File: config.mk
export PLATFORM = sky130hd
export DESIGN_NAME = alu_issue_scheduler_flat
export DESIGN_NICKNAME = d
export VERILOG_FILES = /design/src/rtl/alu_issue_scheduler_pkg.sv /design/src/rtl/alu_issue_scheduler_if.sv /design/src/rtl/alu_issue_scheduler_fifo.sv /design/src/rtl/alu_issue_scheduler.sv /design/src/flat_wrapper.sv
export SDC_FILE = /design/constraint.sdc
export NUM_CORES = 1
export LEC_CHECK = 0
export CAP_MARGIN = 20
export CORE_MARGIN = 2
export CORE_UTILIZATION = 45
export CTS_CLUSTER_SIZE = 24
export DETAILED_ROUTE_END_ITERATION = 6
export GPL_TIMING_DRIVEN = 0
export MAX_ROUTING_LAYER = met4
export PLACE_DENSITY = 0.75
export RECOVER_POWER = 25
export SLEW_MARGIN = 20
export SYNTH_ARGS = -nofsm -noshare
export SYNTH_HDL_FRONTEND = slang
export SYNTH_SLANG_ARGS = --single-unit
File: constraint.sdc
create_clock -name clk -period 4.5 [get_ports clk]
set_input_delay 0.45 -clock clk [delete_from_list [all_inputs] [get_ports clk]]
set_output_delay 0.45 -clock clk [all_outputs]
set_load 0.1 [all_outputs]
File: src/rtl/alu_issue_scheduler_pkg.sv
// Shared types and opcode constants for the ALU issue scheduler and control unit.
package alu_sched_pkg;

  localparam int unsigned NUM_REGS_DEFAULT = 8;
  localparam int unsigned REG_W            = $clog2(NUM_REGS_DEFAULT);
  localparam int unsigned OPC_W            = 3;

  typedef logic [OPC_W-1:0] opcode_t;
  typedef logic [REG_W-1:0] reg_idx_t;

  localparam opcode_t OP_NOP = 3'b000;
  localparam opcode_t OP_ADD = 3'b001;
  localparam opcode_t OP_SUB = 3'b010;
  localparam opcode_t OP_AND = 3'b011;
  localparam opcode_t OP_OR  = 3'b100;

  typedef struct packed {
    opcode_t  opcode;
    reg_idx_t rd;
    reg_idx_t rs1;
    reg_idx_t rs2;
  } instr_t;

  // ALU ops read rs1/rs2 and write rd; everything else carries no operands.
  function automatic logic is_alu_op(input opcode_t op);
    return (op >= OP_ADD) && (op <= OP_OR);
  endfunction

  function automatic logic is_illegal_op(input opcode_t op);
    return op > OP_OR;
  endfunction

endpackage

File: src/rtl/alu_issue_scheduler_if.sv
// Fetch-side handshake plus issue and writeback buses of the scheduler.
interface alu_issue_scheduler_if;
  import alu_sched_pkg::*;

  logic     in_valid;
  logic     in_ready;
  opcode_t  in_opcode;
  reg_idx_t in_rd;
  reg_idx_t in_rs1;
  reg_idx_t in_rs2;

  logic     issue_valid;
  opcode_t  issue_opcode;
  reg_idx_t issue_rd;
  reg_idx_t issue_rs1;
  reg_idx_t issue_rs2;

  logic     wb_valid;
  reg_idx_t wb_rd;

  modport master (
    output in_valid, in_opcode, in_rd, in_rs1, in_rs2,
    input  in_ready,
    input  issue_valid, issue_opcode, issue_rd, issue_rs1, issue_rs2,
    input  wb_valid, wb_rd
  );

  modport slave (
    input  in_valid, in_opcode, in_rd, in_rs1, in_rs2,
    output in_ready,
    output issue_valid, issue_opcode, issue_rd, issue_rs1, issue_rs2,
    output wb_valid, wb_rd
  );

endinterface

File: src/rtl/alu_issue_scheduler_fifo.sv
// Synchronous instruction FIFO with flush; caller never pushes when full or pops when empty.
module sched_fifo
  import alu_sched_pkg::*;
#(
  parameter  int unsigned DEPTH = 4,
  localparam int unsigned PTR_W = $clog2(DEPTH),
  localparam int unsigned CNT_W = PTR_W + 1
) (
  input  logic             clk,
  input  logic             rst_n,
  input  logic             push,
  input  instr_t           push_data,
  input  logic             pop,
  input  logic             flush,
  output instr_t           head,
  output logic [CNT_W-1:0] count
);

  instr_t           mem [DEPTH];
  logic [PTR_W-1:0] wr_ptr;
  logic [PTR_W-1:0] rd_ptr;

  assign head = mem[rd_ptr];

  // Pointers and entry count; flush drops every queued entry.
  always_ff @(posedge clk or negedge rst_n) begin
    if (!rst_n) begin
      wr_ptr <= '0;
      rd_ptr <= '0;
      count  <= '0;
    end else if (flush) begin
      wr_ptr <= '0;
      rd_ptr <= '0;
      count  <= '0;
    end else begin
      if (push) wr_ptr <= wr_ptr + PTR_W'(1);
      if (pop)  rd_ptr <= rd_ptr + PTR_W'(1);
      count <= count + CNT_W'(push) - CNT_W'(pop);
    end
  end

  // Entry storage, written on accepted pushes only.
  always_ff @(posedge clk) begin
    if (push && !flush) mem[wr_ptr] <= push_data;
  end

endmodule

File: src/rtl/alu_issue_scheduler.sv
// In-order ALU issue scheduler: FIFO, register scoreboard and fixed-latency writeback tracking.
module alu_issue_scheduler
  import alu_sched_pkg::*;
#(
  parameter  int unsigned DEPTH    = 4,
  parameter  int unsigned NUM_REGS = NUM_REGS_DEFAULT,
  parameter  int unsigned ALU_LAT  = 2,
  localparam int unsigned CNT_W    = $clog2(DEPTH) + 1
) (
  input  logic                  clk,
  input  logic                  rst_n,
  input  logic                  flush,
  alu_issue_scheduler_if.slave  bus,
  output logic [CNT_W-1:0]      occupancy,
  output logic [15:0]           stall_cnt,
  output logic                  illegal_seen
);

  instr_t                        head;
  instr_t                        push_data;
  logic [CNT_W-1:0]              count;
  logic                          head_valid;
  logic                          head_alu;
  logic                          push;
  logic                          illegal_in;
  logic                          blocked;
  logic                          issue_go;
  logic [NUM_REGS-1:0]           pending_q;
  logic [NUM_REGS-1:0]           pending_d;
  logic [NUM_REGS-1:0]           release_mask;
  logic [NUM_REGS-1:0]           pending_eff;
  logic [ALU_LAT-1:0]            pipe_v;
  logic [ALU_LAT-1:0][REG_W-1:0] pipe_rd;

  assign bus.in_ready = (count < CNT_W'(DEPTH)) && !flush;
  assign push         = bus.in_valid && bus.in_ready;
  assign illegal_in   = is_illegal_op(bus.in_opcode);
  assign push_data    = '{opcode: illegal_in ? OP_NOP : bus.in_opcode,
                          rd: bus.in_rd, rs1: bus.in_rs1, rs2: bus.in_rs2};
  assign head_valid   = (count != '0);
  assign head_alu     = is_alu_op(head.opcode);
  assign occupancy    = count;

  sched_fifo #(.DEPTH(DEPTH)) u_fifo (
    .clk       (clk),
    .rst_n     (rst_n),
    .push      (push),
    .push_data (push_data),
    .pop       (issue_go),
    .flush     (flush),
    .head      (head),
    .count     (count)
  );

  // Hazard check against pending regs, releasing the register whose writeback lands next cycle.
  always_comb begin
    release_mask = '0;
    if (pipe_v[ALU_LAT-1]) release_mask[pipe_rd[ALU_LAT-1]] = 1'b1;
    pending_eff = pending_q & ~release_mask;
    blocked     = head_alu && (pending_eff[head.rs1] || pending_eff[head.rs2] ||
                               pending_eff[head.rd]);
    issue_go    = head_valid && !blocked && !flush;
    pending_d   = pending_eff;
    if (issue_go && head_alu) pending_d[head.rd] = 1'b1;
  end

  // Registered issue port; fields hold while nothing issues.
  always_ff @(posedge clk or negedge rst_n) begin
    if (!rst_n) begin
      bus.issue_valid  <= 1'b0;
      bus.issue_opcode <= OP_NOP;
      bus.issue_rd     <= '0;
      bus.issue_rs1    <= '0;
      bus.issue_rs2    <= '0;
    end else begin
      bus.issue_valid <= issue_go;
      if (issue_go) begin
        bus.issue_opcode <= head.opcode;
        bus.issue_rd     <= head.rd;
        bus.issue_rs1    <= head.rs1;
        bus.issue_rs2    <= head.rs2;
      end
    end
  end

  // Scoreboard of destination registers with writes in flight.
  always_ff @(posedge clk or negedge rst_n) begin
    if (!rst_n) pending_q <= '0;
    else        pending_q <= pending_d;
  end

  // Writeback shift pipeline; stage 0 lines up with issue_valid.
  always_ff @(posedge clk or negedge rst_n) begin
    if (!rst_n) begin
      pipe_v       <= '0;
      pipe_rd      <= '0;
      bus.wb_valid <= 1'b0;
      bus.wb_rd    <= '0;
    end else begin
      pipe_v[0]  <= issue_go && head_alu;
      pipe_rd[0] <= head.rd;
      for (int unsigned i = 1; i < ALU_LAT; i++) begin
        pipe_v[i]  <= pipe_v[i-1];
        pipe_rd[i] <= pipe_rd[i-1];
      end
      bus.wb_valid <= pipe_v[ALU_LAT-1];
      if (pipe_v[ALU_LAT-1]) bus.wb_rd <= pipe_rd[ALU_LAT-1];
    end
  end

  // Saturating stall counter and sticky illegal-opcode flag.
  always_ff @(posedge clk or negedge rst_n) begin
    if (!rst_n) begin
      stall_cnt    <= '0;
      illegal_seen <= 1'b0;
    end else begin
      if (head_valid && blocked && (stall_cnt != 16'hFFFF)) stall_cnt <= stall_cnt + 16'd1;
      if (push && illegal_in) illegal_seen <= 1'b1;
    end
  end

endmodule

File: src/flat_wrapper.sv
// flat-port wrapper written by rule: the top's interface ports become plain ports
module alu_issue_scheduler_flat import alu_sched_pkg::*;
#(
  parameter  int unsigned DEPTH    = 4,
  parameter  int unsigned NUM_REGS = NUM_REGS_DEFAULT,
  parameter  int unsigned ALU_LAT  = 2,
  localparam int unsigned CNT_W    = $clog2(DEPTH) + 1
)
  (clk, rst_n, flush, occupancy, stall_cnt, illegal_seen, bus_in_valid, bus_in_opcode, bus_in_rd, bus_in_rs1, bus_in_rs2, bus_in_ready, bus_issue_valid, bus_issue_opcode, bus_issue_rd, bus_issue_rs1, bus_issue_rs2, bus_wb_valid, bus_wb_rd);
  alu_issue_scheduler_if bus_i ();
  input  logic clk;
  input  logic rst_n;
  input  logic flush;
  output logic [CNT_W-1:0] occupancy;
  output logic [15:0] stall_cnt;
  output logic illegal_seen;
  input wire logic [$bits(bus_i.in_valid)-1:0] bus_in_valid;
  input wire logic [$bits(bus_i.in_opcode)-1:0] bus_in_opcode;
  input wire logic [$bits(bus_i.in_rd)-1:0] bus_in_rd;
  input wire logic [$bits(bus_i.in_rs1)-1:0] bus_in_rs1;
  input wire logic [$bits(bus_i.in_rs2)-1:0] bus_in_rs2;
  output wire logic [$bits(bus_i.in_ready)-1:0] bus_in_ready;
  output wire logic [$bits(bus_i.issue_valid)-1:0] bus_issue_valid;
  output wire logic [$bits(bus_i.issue_opcode)-1:0] bus_issue_opcode;
  output wire logic [$bits(bus_i.issue_rd)-1:0] bus_issue_rd;
  output wire logic [$bits(bus_i.issue_rs1)-1:0] bus_issue_rs1;
  output wire logic [$bits(bus_i.issue_rs2)-1:0] bus_issue_rs2;
  output wire logic [$bits(bus_i.wb_valid)-1:0] bus_wb_valid;
  output wire logic [$bits(bus_i.wb_rd)-1:0] bus_wb_rd;
  assign bus_i.in_valid = bus_in_valid;
  assign bus_i.in_opcode = bus_in_opcode;
  assign bus_i.in_rd = bus_in_rd;
  assign bus_i.in_rs1 = bus_in_rs1;
  assign bus_i.in_rs2 = bus_in_rs2;
  assign bus_in_ready = bus_i.in_ready;
  assign bus_issue_valid = bus_i.issue_valid;
  assign bus_issue_opcode = bus_i.issue_opcode;
  assign bus_issue_rd = bus_i.issue_rd;
  assign bus_issue_rs1 = bus_i.issue_rs1;
  assign bus_issue_rs2 = bus_i.issue_rs2;
  assign bus_wb_valid = bus_i.wb_valid;
  assign bus_wb_rd = bus_i.wb_rd;
  alu_issue_scheduler #(.DEPTH(DEPTH), .NUM_REGS(NUM_REGS), .ALU_LAT(ALU_LAT)) u_core (.clk(clk), .rst_n(rst_n), .flush(flush), .bus(bus_i), .occupancy(occupancy), .stall_cnt(stall_cnt), .illegal_seen(illegal_seen));
endmodule
==> results of run 1 <==
flip-flops by register name (all words and copies together), names as in the netlist:
name,cells
u_core.pipe_rd,6
u_core.pending_q,8
u_core.pipe_v,2
u_core.u_fifo.mem,48
u_core.bus.issue_rs1,3
u_core.bus.wb_valid,1
u_core.bus.issue_rs2,3
u_core.bus.issue_opcode,3
u_core.illegal_seen,1
u_core.u_fifo.count,3
u_core.bus.wb_rd,3
u_core.u_fifo.rd_ptr,2
u_core.bus.issue_valid,1
u_core.bus.issue_rd,3
u_core.u_fifo.wr_ptr,2
u_core.stall_cnt,16
area by class of cell:
class	count	share of cell area [%]
Buffer	17	1.99
Clock buffer	9	2.23
Tap cell	133	3.00
Clock inverter	7	2.26
Multi-Input combinational cell	175	28.4
Inverter	12	0.812
Timing Repair Buffer	54	9.59
Sequential cell	105	51.7
path summary, 6_finish.rpt:
| path | from | endpoint | slack [ps] | depth (start not counted) |
|---|---|---|---|---|
| max in group asynchronous | rst_n | u_core.pending_q[5] | 1600 | 2 |
| min | u_core.pipe_v[0] | u_core.pipe_v[1] | 360 | 0 |
| max reg2reg | u_core.u_fifo.rd_ptr[0] | u_core.u_fifo.count[2] | 560 | 20 |
| min in group asynchronous | rst_n | u_core.bus.wb_rd[0] | 1190 | 2 |
| max | u_core.u_fifo.rd_ptr[0] | u_core.u_fifo.count[2] | 560 | 20 |
| min reg2reg | u_core.pipe_v[0] | u_core.pipe_v[1] | 360 | 0 |
metal layers:
metal,vias to the layer above,global-route usage [%],routed length [um]
met5,-,-,0
met4,0,5.90,123
met3,13,3.24,355
met2,65,28.6,4580
met1,1394,21.8,3750
li1,1286,-,-
per-stage QoR:
step                      area (um2)  total power [uW]  setup WS [ps]  hold WS (ps)  cells
after global routing            5550              3990            317           370    512
after global placement          5300              3100            648           335    495
final                           5550              3820            560           359    512
after detailed placement        5320              3130            554           340    496
after CTS                       5570              3850            536          51.3    512
after floorplan                 4600              2710            899           154    309
report_power, final:
part / switching, uW / internal [uW] / total, uW
Combinational: 1250 / 542 / 1790
Sequential: 121 / 1200 / 1320
Clock: 332 / 375 / 707
logic make-up (layout without fill, tap and decap cells):
group | Yosys count | in the layout | synth area share, %
AO/OA/AOI/OAI | 36 | 36 | 7.40
XOR/XNOR | 19 | 19 | 3.62
adder cells (fa/ha/maj) | 8 | 8 | 2.34
buffers and inverters | 29 | 99 | 3.37
flip-flops | 105 | 105 | 62.4
multiplexers | 31 | 31 | 11.3
AND/OR/NAND/NOR | 81 | 81 | 9.66
cell usage in the layout (no fill, tap or decap), types with 2 or more instances in the layout:
master / count
sky130_fd_sc_hd__and3_1: 13
sky130_fd_sc_hd__buf_2: 7
sky130_fd_sc_hd__buf_6: 5
sky130_fd_sc_hd__bufinv_16: 3
sky130_fd_sc_hd__clkbuf_1: 6
sky130_fd_sc_hd__clkbuf_8: 9
sky130_fd_sc_hd__clkdlybuf4s50_1: 52
sky130_fd_sc_hd__clkinvlp_4: 2
sky130_fd_sc_hd__dfrtp_1: 57
sky130_fd_sc_hd__edfxtp_1: 48
sky130_fd_sc_hd__ha_1: 7
sky130_fd_sc_hd__inv_1: 10
sky130_fd_sc_hd__mux2_1: 4
sky130_fd_sc_hd__mux2_2: 2
sky130_fd_sc_hd__mux2_4: 10
sky130_fd_sc_hd__mux2i_1: 3
sky130_fd_sc_hd__mux4_2: 12
sky130_fd_sc_hd__nand2_1: 11
sky130_fd_sc_hd__nand2b_1: 5
sky130_fd_sc_hd__nand3_1: 15
sky130_fd_sc_hd__nand4_1: 8
sky130_fd_sc_hd__nand4b_1: 2
sky130_fd_sc_hd__nor2_1: 11
sky130_fd_sc_hd__nor2b_1: 7
sky130_fd_sc_hd__nor3b_1: 2
sky130_fd_sc_hd__o2111ai_1: 4
sky130_fd_sc_hd__o211ai_1: 6
sky130_fd_sc_hd__o21ai_0: 5
sky130_fd_sc_hd__o21ai_1: 3
sky130_fd_sc_hd__o31ai_1: 3
sky130_fd_sc_hd__o41ai_2: 8
sky130_fd_sc_hd__or3_1: 2
sky130_fd_sc_hd__xnor2_1: 14
sky130_fd_sc_hd__xor2_1: 5
==> results.txt, run 1 <==
* Run status: finished, violations left
- The checks that failed: capacitance limit, slew limit.
- Vias in the first global route: 2823
- The Yosys step of the flow raised 0 warnings.
* Number of instances in the synthesized netlist: 309
- CTS Buf Count: 9
- Wires add up to 8810 um.
- After global routing the overflow that remains totals 0.
- Yosys mapped a number of flops with a built-in enable equal to 48.
- Largest net degree at the start of global routing: 58
- Cell repeated most along the worst path: sky130_fd_sc_hd__buf_6
* Buffers inserted by post-CTS timing repair: 0
* Buffers added on ports: 53
- Measured against its own limit, the worst slew margin works out to -103%.
* Most numerous cell in the Yosys netlist: sky130_fd_sc_hd__dfrtp_1
* Mapped cell area: 4600 um2
- Worst Path Max Fanout: 10
- Multi-input gate area in the final layout: 1580 um2
- PostCTS Resize Cnt: 0
- Routability-driven placement finished with a final weighted congestion of 0.846.
* Die span in y: 105 um
- Hold buffers post-CTS: 0
- Adding up every negative setup slack in the final design gives 0 ps.
- After floorplanning, the core was divided into 36 placement rows.
* Final routed wire length divided by cell count: 17.2 um
* Number of detailed-routing iterations run before antenna repair: 6
* Clock tree from TritonCTS: done
* Delay of the slowest cell on the worst path: 580 ps
- DRC viols: 0
- STA classifies the critical path startpoint as a flop.
* Max Slew Vio Count: 58
- The detail route stage leaves a number of antenna-violating nets equal to 0.
* Dominant delay contributor by cell family on the critical path: buffers and inverters
- Data on the critical path is required at its endpoint by 4750 ps.
* Sequential cell area: 2870 um2
- At the worst endpoint, the arrival time is 4190 ps.
- Most instantiated cells after synthesis: sky130_fd_sc_hd__dfrtp_1, sky130_fd_sc_hd__edfxtp_1, sky130_fd_sc_hd__nand3_1
* Share of synthesized flip-flops with an asynchronous set or reset: 54.3%
- The filler cells instantiated in the layout total 786.
- In the synthesized netlist the dominant register cell turns out to be sky130_fd_sc_hd__dfrtp_1.
* Share of the synthesized area in the top cell type: 31.3%
- Horizontal extent of the die: 105 um
- Power spread over the standard cell area amounts to 688 nW/um2.
- Inserted Diodes: 0
- Clock insertion delay at the later pin of the skew report: 380 ps
- Of the synthesized area, sequential elements account for 62.4%.
* Final min period: 3940 ps
* Root cell of the clock tree: sky130_fd_sc_hd__clkbuf_8
* Clock net sink count: 105
- Overall Global Routing Usage: 17.4%
* Initial DRC Count: 141
- I/O pin total: 54
- Max-cap violations in this run came to 1.
* Static power due to leakage: 0.00217 uW
- The number of endpoints with negative hold slack in the final report is 0.
- Clock skew after layout: 13.2 ps
* Syn_nets: 333
- Detailed placement HPWL: 5990 um
* Setup repair after global routing missed its margin: no
- Setup violations remaining at the end of the flow were counted as 0.
- Number of different library cells in the post-synthesis netlist: 45
- Die Footprint: 11000 um2
- Per-instance average area after synthesis: 14.9 um2
- Main area contributors after synthesis: sky130_fd_sc_hd__edfxtp_1, sky130_fd_sc_hd__dfrtp_1, sky130_fd_sc_hd__mux4_2
- The first global-routing pass estimated 14400 um of wire.
* Clock Tree Buf Depth: 2
- Final clock period utilization by the worst path: 87.6%
* Post-synthesis sequential element count: 105
* Number of antenna violations at the first check in global routing: 0
* Via Count: 2758
* Class of the tightest hold or removal check: flop to flop
* Starting density of the core: 46.6%
- The worst setup path is captured at a flop.
- The critical path goes through buf_6 > buf_6 > mux4_2 > clkinv_1 > o2111ai_1 > nand4_1 > nand3_1 > o21ba_1 > or3_1 > buf_2 > buf_6 > inv_2 > ha_1 > inv_1 > ha_1 > inv_1 > fa_1 > xor2_1 > xnor2_1 > nor2_1.
* Worst path slowest cell: sky130_fd_sc_hd__mux4_2
* Cell taking the most area after synthesis: sky130_fd_sc_hd__edfxtp_1
- CTS built an H-tree with a depth of 3.
* Type of the worst setup path: flop to flop
- At the end of the flow, the number of nets in the layout was 398.
- Across the VDD grid, the largest voltage drop is 401 uV.
* Transition time of the tightest slew-check pin: 3040 ps
- Clock transition time at the flip-flop clock pins of the worst setup and hold paths: 100 ps
- Measured on the finished design, the core utilization comes to 56.2%.
- Maximum clock frequency: 254 MHz
- Number of vias per cell: 5.39
* Layout Area Growth over Synthesis: 20.6%
- Total core area: 9860 um2
- Of the cells placed in the final design, the portion with a size suffix greater than 1 is 17.7%.
- Worst path buffer plus inverter count: 8
(Power assumes the default switching activity.)
==> inputs of run 2 (changes only) <==
Settings changed: CORE_UTILIZATION 45 to 30, PLACE_DENSITY 0.75 to 0.57.
==> run 2 against run 1 <==
Compared with the run above: the flow still finishes with violations (capacitance limit, slew limit); clock power increased by 19%; clock skew down 6.4 ps; first-iteration DRC count decreased by 15%; critical endpoint unchanged.
==> results.txt, run 2 (synthesis results as in run 1) <==
* Starting density of the core: 30.5% (-16 points)
- The TritonCTS buffer count is 9 (unchanged).
* Crit start category: flop
- The number of search-and-repair iterations in the first detailed-routing pass is 4 (-2).
- Detailed placement HPWL: 6400 um (+6.8%)
- Critical path arrival: 4220 ps (+30 ps)
- Floorplan row count: 45 (+25%)
* Die Footprint: 16300 um2 (+48%)
- Overall Global Routing Usage: 12.2% (-5.2 points)
- The count of endpoints failing setup in the final report was 0 (unchanged).
- The largest net degree at the start of global routing came to 46 (-21%).
* Maximum level of the CTS H-tree: 3 (unchanged)
* Area of all placed cells without fillers: 5690 um2 (+2.6%)
- The checks that failed: capacitance limit, slew limit.
- The global placement routability congestion is 0.789 (-6.7%).
* Regs by FF count: u_core.u_fifo.mem (48), u_core.stall_cnt (16), u_core.pending_q (8)
- The share of layout cells above drive strength 1 was 16.8% (-0.84 points).
- IR drop worst, VDD: 351 uV (-13%)
- The endpoint required time on the critical path was 4710 ps (-40 ps).
* Accumulated negative setup slack: 0 ps (unchanged)
- Number of max-cap violations: 1 (unchanged)
- Die span in y: 128 um (+22%)
- The maximum net fanout on the critical path came to 10 (unchanged).
- The width of the die is 128 um (+22%).
- Number of vias per cell: 4.80 (-11%)
- The insertion delay of the later-clocked pin in the worst-skew pair is 350 ps (-30 ps).
- Clock net sink count: 105 (unchanged)
- Antenna viol nets, final: 0 (unchanged)
- In this run the worst hold path is classified as flop to flop.
- The top achievable clock speed came to 249 MHz (-1.8%).
- The static leakage came to 0.00221 uW (+1.8%).
- Layout Area Growth over Synthesis: 23.7%
- The antenna diode instance count was 0 (unchanged).
* Buffers added on ports: 53 (unchanged)
- Final clock period utilization by the worst path: 89.2% (+1.6 points)
- Clock skew after layout: 6.73 ps (-6.44 ps)
- The placement-stage cell area is 5390 um2 (+1.3%).
- Final min period: 4010 ps (+72.3 ps)
* Final routed wire length divided by cell count: 15.9 um (-7.7%)
* DRC viols: 0 (unchanged)
- Clock tree from TritonCTS: done
* Type of the worst setup path: flop to flop
- The placeable core area is 15100 um2 (+53%).
- The run finished, with violations left.
* Number of nets in the finished design: 399 (+0.25%)
- The top cell types in the final layout, fill and taps aside, are sky130_fd_sc_hd__dfrtp_1, sky130_fd_sc_hd__edfxtp_1, sky130_fd_sc_hd__clkdlybuf4s50_1.
- Post-route total power: 3950 uW (+3.5%)
* Vias in the first global route: 2803 (-0.71%)
- Worst relative slew slack: -64.4% (+39 points)
- The number of primary I/O pins came to 54 (unchanged).
- Max reg flops: 48 (unchanged)
* Total power per unit cell area: 694 nW/um2 (+0.90%)
- The initial antenna violation count is 0 (unchanged).
- Number of filler instances in the final layout: 1433 (+82%)
* Via Count: 2726 (-1.2%)
- The largest buffer count on any clock path is 2 (unchanged).
- The first-pass GRT wire length came to 15000 um (+3.9%).
- Leading cell type in the layout, fill and taps excluded: sky130_fd_sc_hd__dfrtp_1
* Type of element capturing the critical path: flop
- Setup repair after global routing missed its margin: no
* Number of failing hold endpoints at the final stage: 0 (unchanged)
- Most flops, register: u_core.u_fifo.mem
- Root cell of the clock tree: sky130_fd_sc_hd__clkbuf_16
* Max Slew Vio Count: 46 (-21%)
- Clock transition time at the flip-flop clock pins of the worst setup and hold paths: 70 ps (-30 ps)
* WL final: 9020 um (+2.4%)
* Total global routing overflow: 0 (unchanged)
- Initial DRC Count: 120 (-15%)
- The actual transition at the worst max-transition pin is 2470 ps (-578 ps).
* Smallest hold slack: 351 ps (-7.43 ps)
[run 2: cell count changes in the layout (fill, tap and decap cells not counted), moves of 2 or more]
cell	delta
sky130_fd_sc_hd__dlygate4sd3_1	+10
sky130_fd_sc_hd__clkinvlp_4	-2
sky130_fd_sc_hd__clkdlybuf4s50_1	-9
sky130_fd_sc_hd__clkbuf_16	+9
sky130_fd_sc_hd__clkbuf_1	+3
sky130_fd_sc_hd__clkbuf_8	-9
[run 2: where the power goes]
| part | internal, uW | total (uW) | switching [uW] |
|---|---|---|---|
| sequential | 1200 | 1320 | 119 |
| clock | 493 | 843 | 349 |
| combinational | 540 | 1790 | 1250 |
| total | 2230 | 3950 | 1720 |
[run 2: area by class of cell]
type / instances / area, um2 / area share [%]
Sequential cell: 105 / 2870 / 50.4
Multi-Input combinational cell: 175 / 1580 / 27.7
Timing Repair Buffer: 55 / 538 / 9.45
Tap cell: 188 / 235 / 4.13
Clock buffer: 11 / 233 / 4.09
Buffer: 17 / 110 / 1.93
Clock inverter: 5 / 86.3 / 1.52
Inverter: 12 / 45.0 / 0.791
[run 2: path summary, 6_finish.rpt]
kind	startpoint	to	slack, ps	cells after the start
max in group asynchronous	rst_n	u_core.u_fifo.wr_ptr[1]	1110	3
min in group asynchronous	rst_n	u_core.bus.issue_rs1[0]	660	2
max	u_core.pipe_rd[5]	u_core.u_fifo.count[2]	490	19
max reg2reg	u_core.pipe_rd[5]	u_core.u_fifo.count[2]	490	19
min reg2reg	u_core.pipe_v[0]	u_core.pipe_v[1]	350	0
min	u_core.pipe_v[0]	u_core.pipe_v[1]	350	0
[run 2: stage by stage]
step / cells / setup WS [ps] / util [%]
after global routing: 568 / 112 / 37.7
after CTS: 568 / 465 / 37.9
after floorplan: 309 / 899 / -
final: 568 / 488 / 37.7
after detailed placement: 551 / 502 / 35.7
after global placement: 550 / 577 / 35.6
[run 2: worst max-delay path, cell delays in order, from the launching register on]
cell and delay [ps]:
sky130_fd_sc_hd__dfrtp_1 360, sky130_fd_sc_hd__clkbuf_1 220, sky130_fd_sc_hd__nand2b_1 200, sky130_fd_sc_hd__o21ai_0 480
sky130_fd_sc_hd__mux2i_1 160, sky130_fd_sc_hd__o211ai_1 240, sky130_fd_sc_hd__nand3_1 150, sky130_fd_sc_hd__o21ba_1 220
sky130_fd_sc_hd__or3_1 300, sky130_fd_sc_hd__buf_2 160, sky130_fd_sc_hd__buf_6 160, sky130_fd_sc_hd__inv_2 60
sky130_fd_sc_hd__ha_1 220, sky130_fd_sc_hd__inv_1 50, sky130_fd_sc_hd__ha_1 130, sky130_fd_sc_hd__inv_1 50
sky130_fd_sc_hd__fa_1 360, sky130_fd_sc_hd__xor2_1 170, sky130_fd_sc_hd__xnor2_1 140, sky130_fd_sc_hd__nor2_1 60
[run 2: timing repair]
item                                   in CTS  in global routing
hold buffers                                1                  0
resized for setup                           0                  0
endpoints found under the hold margin      12                  0
buffers inserted                            0                  0
[run 2: layer usage]
layer	global-route usage, %	share of wire, %	vias up	wire length (um)
li1	-	-	1298	-
met1	15.0	45	1361	4040
met2	19.2	49	46	4450
met3	2.46	3.0	21	270
met4	6.08	3.0	0	267
met5	-	0	-	0
